===== src/rtl/proc_trace_buffer.sv =====
// proc_trace_buffer
// Circular instruction-retire trace buffer with a PC breakpoint trigger.
// After `arm` every retired instruction is recorded. When the breakpoint PC
// retires, `post_cnt` further entries are captured, then the block stops
// (`halt`) and the stored entries can be drained oldest-first through a
// valid/ready read port.
//
// Ports
//   clk, reset                 clock, asynchronous active-low reset
//   cap_valid/pc/instr         retiring instruction
//   cap_we/waddr/wdata         its register write-back
//   arm                        clear the buffer and start capturing
//   bp_en, bp_pc               breakpoint enable and PC
//   post_cnt                   entries to capture after the trigger entry
//   rd_ready                   reader accepts rd_data
//   rd_valid, rd_data          oldest unread entry {pc, instr, we, waddr, wdata}
//   halt                       capture complete (registered)
//   state                      IDLE=00, ARMED=01, POST=10, DONE=11
//   count                      valid, unread entries
//   overflow                   older entries were overwritten
module proc_trace_buffer #(
  parameter int PC_W    = 16,
  parameter int DATA_W  = 16,
  parameter int RADDR_W = 3,
  parameter int DEPTH   = 8,
  localparam int CW     = $clog2(DEPTH),
  localparam int EW     = PC_W + 17 + RADDR_W + DATA_W
) (
  input  logic               clk,
  input  logic               reset,
  input  logic               cap_valid,
  input  logic [PC_W-1:0]    cap_pc,
  input  logic [15:0]        cap_instr,
  input  logic               cap_we,
  input  logic [RADDR_W-1:0] cap_waddr,
  input  logic [DATA_W-1:0]  cap_wdata,
  input  logic               arm,
  input  logic               bp_en,
  input  logic [PC_W-1:0]    bp_pc,
  input  logic [CW-1:0]      post_cnt,
  input  logic               rd_ready,
  output logic               rd_valid,
  output logic [EW-1:0]      rd_data,
  output logic               halt,
  output logic [1:0]         state,
  output logic [CW:0]        count,
  output logic               overflow
);

  typedef enum logic [1:0] {
    IDLE  = 2'b00,
    ARMED = 2'b01,
    POST  = 2'b10,
    DONE  = 2'b11
  } state_t;

  localparam logic [CW:0] FULL = (CW+1)'(DEPTH);

  state_t          state_q;
  logic [CW-1:0]   wr_ptr;
  logic [CW-1:0]   remaining;
  logic [CW-1:0]   rd_ptr;
  logic [EW-1:0]   mem [DEPTH];
  logic            capturing;
  logic            write_en;
  logic            trigger;
  logic            rd_fire;

  assign state     = state_q;
  assign capturing = (state_q == ARMED) || (state_q == POST);
  // A capture coinciding with arm is dropped: arm restarts the buffer.
  assign write_en  = cap_valid && capturing && !arm;
  assign trigger   = write_en && (state_q == ARMED) && bp_en && (cap_pc == bp_pc);
  assign rd_valid  = (state_q == DONE) && (count != '0);
  assign rd_fire   = rd_valid && rd_ready;

  // Oldest unread entry sits `count` slots behind the write pointer. With
  // count == DEPTH the low bits are zero, which lands on wr_ptr itself: the
  // oldest surviving entry after a wrap.
  assign rd_ptr    = wr_ptr - count[CW-1:0];
  assign rd_data   = mem[rd_ptr];

  // NOTE: the trace RAM has no reset; its contents are meaningless until
  // written, and count/rd_valid keep stale slots from ever being read.
  always_ff @(posedge clk) begin
    if (write_en) begin
      mem[wr_ptr] <= {cap_pc, cap_instr, cap_we, cap_waddr, cap_wdata};
    end
  end

  // NOTE: all state updates use non-blocking assignments so every register
  // samples the pre-edge values regardless of statement order.
  always_ff @(posedge clk or negedge reset) begin
    if (!reset) begin
      state_q   <= IDLE;
      wr_ptr    <= '0;
      remaining <= '0;
      count     <= '0;
      overflow  <= 1'b0;
      halt      <= 1'b0;
    end else if (arm) begin
      state_q   <= ARMED;
      wr_ptr    <= '0;
      count     <= '0;
      overflow  <= 1'b0;
      halt      <= 1'b0;
    end else begin
      // Writes only happen while capturing and reads only in DONE, so the
      // two count updates never coincide.
      if (write_en) begin
        wr_ptr <= wr_ptr + CW'(1);
        if (count == FULL) begin
          overflow <= 1'b1;
        end else begin
          count <= count + (CW+1)'(1);
        end
      end else if (rd_fire) begin
        count <= count - (CW+1)'(1);
      end

      case (state_q)
        ARMED: begin
          if (trigger) begin
            if (post_cnt == '0) begin
              state_q <= DONE;
              halt    <= 1'b1;
            end else begin
              state_q   <= POST;
              remaining <= post_cnt;
            end
          end
        end
        POST: begin
          if (write_en) begin
            remaining <= remaining - CW'(1);
            if (remaining == CW'(1)) begin
              state_q <= DONE;
              halt    <= 1'b1;
            end
          end
        end
        default: ;
      endcase
    end
  end

endmodule

===== config.mk =====
export PLATFORM = sky130hd
export DESIGN_NAME = proc_trace_buffer
export DESIGN_NICKNAME = d
export VERILOG_FILES = /design/src/rtl/proc_trace_buffer.sv
export SDC_FILE = /design/constraint.sdc
export NUM_CORES = 1
export LEC_CHECK = 0
export ABC_AREA = 1
export CAP_MARGIN = 20
export CORE_ASPECT_RATIO = 1.1
export CORE_MARGIN = 2
export CORE_UTILIZATION = 30
export DETAILED_ROUTE_END_ITERATION = 8
export PLACE_DENSITY_LB_ADDON = 0.3
export SYNTH_ARGS = -nofsm -noshare
export SYNTH_HDL_FRONTEND = slang
export SYNTH_SLANG_ARGS = --single-unit

===== constraint.sdc =====
create_clock -name clk -period 3.5 [get_ports clk]
set_input_delay 0.35 -clock clk [delete_from_list [all_inputs] [get_ports clk]]
set_output_delay 0.35 -clock clk [all_outputs]
set_load 0.01 [all_outputs]

# Word level (Yosys, flattened, before mapping)
# Memories as Yosys holds them, arrays and structs flattened.
# Cells that the tools add are included.
totals:
  regBits: 14
  ram_bits: 416
  in_bits: 77
  out_inout_bits: 61
  wordCells: 75
  mem_count: 1
mem_list:
  columns: ["name", "depth", "word_bits", "read_ports", "rd_ports_with_merged_regs", "write_ports", "line_no", "source"]
  rows:
  - ["mem", 8, 52, 1, 0, 1, "63", "logic [EW-1:0] mem [DEPTH];"]
op_classes:
  addsub: 5
  n_eq_ne: 14
  n_mux: 27
  bitwise: 1
  n_reduce_logical: 21
ops:
  columns: ["op", "count"]
  rows:
  - ["$eq 16x16->1", 1]
  - ["$mux 4", 4]
  - ["$mux 3", 5]
  - ["$mux 1", 11]
  - ["$reduce_and 5->1", 2]
  - ["$ne 3x3->1 const B", 3]
  - ["$mux 2", 4]
  - ["$logic_and 1x1->1", 7]
  - ["$ne 2x2->1 const B", 3]
  - ["$ne 3x2->1 const B", 2]
  - ["$pmux 3 s2", 1]
  - ["$reduce_bool 2->1", 3]
  - ["$reduce_bool 3->1", 2]
  - ["$add 4x1->4 const B", 1]
  - ["$eq 2x2->1 const B", 2]
  - ["$eq 4x4->1 const B", 1]
  - ["$pmux 2 s2", 1]
  - ["$reduce_and 2->1", 2]
  - ["$reduce_and 4->1", 1]
  - ["$reduce_bool 4->1", 1]
  - ["$sub 4x1->4 const B", 1]
  - ["$add 3x1->3 const B", 1]
  - ["$eq 3x1->1 const B", 1]
  - ["$logic_not 3->1", 1]
  - ["7 further kinds", 7]

# Logic depth before layout (Yosys ltp)
depth:
  word_depth: 10
  ltp_mapped: 13
  ltp_nobuf: 13

# Worst setup path before layout
# OpenSTA, ideal clock, no wires.
synth_timing:
  path_type: "reg-to-reg"
  start: "register state_q[0], in the netlist state[0]"
  end: "memory mem[0][0] (netlist bit) (enable)"
  setup_time_ns: 0.462
  t_arrival_ns: 3.394
  t_required_ns: 3.038
  path_slack_ns: -0.356
  stages_incl_launch_ff: 8
  path_buffers: 0
  synth_period_minus_slack_ns: 3.856
  path_cell_list: "dfrtp_1 inv_1 ha_1 inv_1 nand3_2 inv_2 nand2_1 nor2_1"
synth_between:
  elab_chain_len: 6
  elab_cells_between_ends: 7
  classes_between: "eq/ne (2); mux (2); reduce/logical (3)"
synth_lines:
  columns: ["item", "line_no", "source"]
  rows:
  - ["from (decl)", "59", "state_t state_q;"]
  - ["from (signal assigned)", "95", "state_q <= IDLE;"]
  - ["from (signal assigned)", "102", "state_q <= ARMED;"]
  - ["from (signal assigned)", "125", "state_q <= DONE;"]
  - ["$eq 2x1->1 / $eq 2x2->1 (equally long branches)", "70", "assign capturing = (state_q == ARMED) || (state_q == POST);"]
  - ["$logic_or 1x1->1 *", "70", null]
  - ["$logic_and 1x1->1 * (2 in a row)", "72", "assign write_en = cap_valid && capturing && !arm;"]
  - ["$mux 1 *", "86", "if (write_en) begin"]
  - ["$mux 1 (implied by the code) *", "87", "mem[wr_ptr] <= {cap_pc, cap_instr, cap_we, cap_waddr, cap_wdata};"]
  - ["to (decl)", "63", null]
# Every way passes the cells marked *; elsewhere a longest branch is shown, timed or not.

# Worst setup path after layout
layout_timing:
  start: "register wr_ptr[0]"
  end: "output port rd_data[30]"
layout_between:
  elab_chain_len: 2
layout_lines:
  columns: ["item", "line_no", "source"]
  rows:
  - ["from (decl)", "60", "logic [CW-1:0] wr_ptr;"]
  - ["from (signal assigned)", "111", "wr_ptr <= wr_ptr + CW'(1);"]
  - ["$sub 3x3->3", "80", "assign rd_ptr = wr_ptr - count[CW-1:0];"]
  - ["$mem_v2 8x52", null, null]
  - ["to (decl)", "43", "output logic [EW-1:0] rd_data,"]
# No other way between the ends.

==> results.py <==
metrics = {
    "clock_network": {
        "clockRootBuffer": "clkbuf_16",
        "cts_buffers": 46,
        "cts.sinks": 430,
        "cts_tree": "yes",
        "clk_pin_slew_worst_paths_ns": 0.06,
        "clk_path_buf_depth": 3,
        "htree_levels": 2,
        "clkLatencyLatePin_ns": 0.57,
    },
    "yosys": {
        "synthTopCellsByArea": "edfxtp_1 (70%), o21ai_0 (4.4%), inv_1 (4.2%)",
        "syn_area_um2": 17700,
        "ys_async_sr_fraction_pct": 3.26,
        "syn_nets": 1477,
        "synth_top_area_cell": "edfxtp_1",
        "synth_ff_type": "edfxtp_1",
        "synth-seq-cells": 430,
        "synth_edf_count": 416,
        "synth_common_cells": "edfxtp_1 (416), inv_1 (199), o21ai_0 (156)",
        "yosysWarnings": 0,
        "synth_seq_area_share_pct": 72.4,
        "yosysMostFrequentCell": "edfxtp_1",
        "netlist.area_leader.share_pct": 70.4,
        "syn_area_per_cell_um2": 12.8,
        "synth_cell_type_count": 31,
        "synthCells": 1389,
    },
    "grt": {
        "overflow": 0,
        "grt_max_degree": 61,
        "antenna_found_initial": 1,
        "first_global_vias": 10890,
        "grt_pass1_wl_um": 65600,
        "grt_usage_pct": 14.1,
    },
    "sta": {
        "worstMarginPinSlew_ns": 0.750,
        "hold_viol": 0,
        "worst_slack_ns": 0.0613,
        "setup_viol": 0,
        "max-slew-margin-rel_pct": 49.8,
        "min_period_over_period_pct": 98.2,
        "slew_violations": 0,
        "skew_ns": 0.0220,
        "fmax_mhz": 291,
        "period_minus_slack_ns": 3.44,
        "rsz0062_at_grt": "true",
    },
    "critical_path": {
        "cp.arrival_ns": 3.09,
        "start_kind": "flip-flop",
        "critPathKind": "reg2out",
        "cp.required_ns": 3.15,
        "worstSetupEndpointType": "output pin",
        "worstPathMaxFanout": 6,
    },
    "floorplan": {
        "io_pins": 138,
        "start_util_pct": 30.3,
        "num_rows": 93,
        "die_y_um": 259,
        "dieArea_um2": 61100,
        "core_um2": 58500,
        "dieWidth_um": 236,
    },
    "detailed_routing": {
        "drtIter0Drc": 707,
        "via_count": 11014,
        "antenna_left": 0,
        "avgRoutedWirePerCell_um": 18.6,
        "firstDrtPassIters": 7,
        "viasPerCell": 4.64,
        "drc": 0,
        "drt-total-wl_um": 44100,
    },
    "final_layout": {
        "area_delta_synth_final_pct": 25.7,
        "final_nets": 1664,
        "antenna-diode-count": 0,
        "fillers": 5593,
        "drive_gt1_share_pct": 14.8,
        "fin_area_um2": 22300,
    },
    "placement": {
        "dp_hpwl_um": 23400,
        "dpl_worst_slack_ns": 0.104,
        "place.gp.congestion": 0.762,
        "placed_cell_area_um2": 20400,
        "io_buffers": 137,
    },
    "run_status": {
        "status": "completed",
    },
    "run": {
        "cap_violations": 0,
    },
    "power_and_ir_drop": {
        "vdd_ir_drop_max_v": 0.000811,
        "powerDensity_nw_per_um2": 1050,
        "p_leak_nw": 8.28,
    },
    "hold_path": {
        "worstHoldPathType": "in2async",
    },
}
[sequential cells by signal, indices dropped and copies added, names as in the netlist]
signal and count:
count 4, halt 1, mem 416, overflow 1
remaining 3, state 2, wr_ptr 3
[cell type report]
type | instances | area [um2] | share of cell area [%]
sequential | 430 | 12800 | 57.6
timing repair buffer | 213 | 2300 | 10.3
tap | 760 | 951 | 4.27
multi-input combinational | 684 | 3980 | 17.8
inverter | 201 | 754 | 3.38
clock inverter | 31 | 282 | 1.26
clock buffer | 53 | 1190 | 5.33
[kinds of logic after synthesis]
group,synth area share [%]
fa+ha+maj,0.861
compound gates,12.0
mux,2.94
buf+inv,6.30
flops,72.4
simple gates,5.03
xor+xnor,0.430
[layer usage]
metal / track usage (%) / up-vias / wire length (um)
li1: - / 5322 / -
met5: 0 / - / 0
met1: 18.7 / 5456 / 20200
met4: 3.84 / 0 / 777
met2: 24.0 / 182 / 21500
met3: 2.20 / 54 / 1520
[report_power, final]
part / switching, mW / internal (mW)
Sequential: 0.0960 / 5.89
Clock: 2.00 / 2.74
Combinational: 7.26 / 5.44
[cell usage in the layout, fill, tap and decap left out, types with 3 or more instances in the layout]
cell type,count
clkinv_2,7
buf_4,31
buf_2,43
clkbuf_2,9
nor2_4,8
clkbuf_16,48
inv_1,196
xnor2_1,5
clkbuf_1,6
inv_2,5
nand3_1,13
dfrtp_1,14
buf_6,4
edfxtp_1,416
a21oi_2,14
mux2i_1,52
clkinv_1,11
nand2_1,131
clkdlybuf4s50_1,85
clkinvlp_4,3
buf_16,10
a31oi_2,8
o21ai_1,49
a31oi_1,44
bufinv_16,4
a21oi_1,95
buf_12,27
nor2_1,71
ha_1,8
o211ai_1,52
o21ai_0,119
[path summary, 6_finish.rpt]
kind | start | end | slack [ns] | cells past startpoint
worst max-delay path | wr_ptr[0] | rd_data[30] | 0.06 | 11
worst min-delay path | reset | remaining[1] | 0.24 | 1
worst max register to register | state[0] | mem[1][27] | 0.95 | 8
worst min register to register | remaining[1] | remaining[1] | 0.48 | 2
max in group asynchronous | reset | count[2] | 2.78 | 1
min in group clk | remaining[1] | remaining[1] | 0.48 | 2
[through the flow]
| step | util [%] | cells | total power [mW] | TNS (ns) | hold slack [ns] |
|---|---|---|---|---|---|
| after detailed placement | 34.8 | 2256 | 17.6 | 0 | 0.463 |
| after CTS | 38.0 | 2365 | 23.5 | -0.219 | 0.230 |
| after global routing | 38.1 | 2372 | 25.0 | -0.198 | 0.266 |
| after floorplan | - | 1389 | 12.5 | -145.61 | 0.0544 |
| after global placement | 34.8 | 2256 | 17.5 | 0 | 0.461 |
| final | 38.1 | 2372 | 23.4 | 0 | 0.240 |
[repair_timing]
| item | 4_1_cts | 5_1_grt |
|---|---|---|
| buffers inserted | 14 | 7 |
| cloned | 11 | 2 |
| hold buffers | 0 | 0 |
| pin swaps | 19 | 19 |
| setup endpoints to repair | 52 | 48 |
| resized for setup | 226 | 68 |
[critical path, cell delays in order, from the launching register on]
cell and delay [ns]:
dfrtp_1 0.38, inv_2 0.08, ha_4 0.13, inv_2 0.03, fa_4 0.86, buf_12 0.17
buf_12 0.14, buf_16 0.14, buf_6 0.10, o211ai_1 0.08, a31oi_1 0.23, buf_2 0.17
No activity file was read; power rests on OpenSTA's default activity.
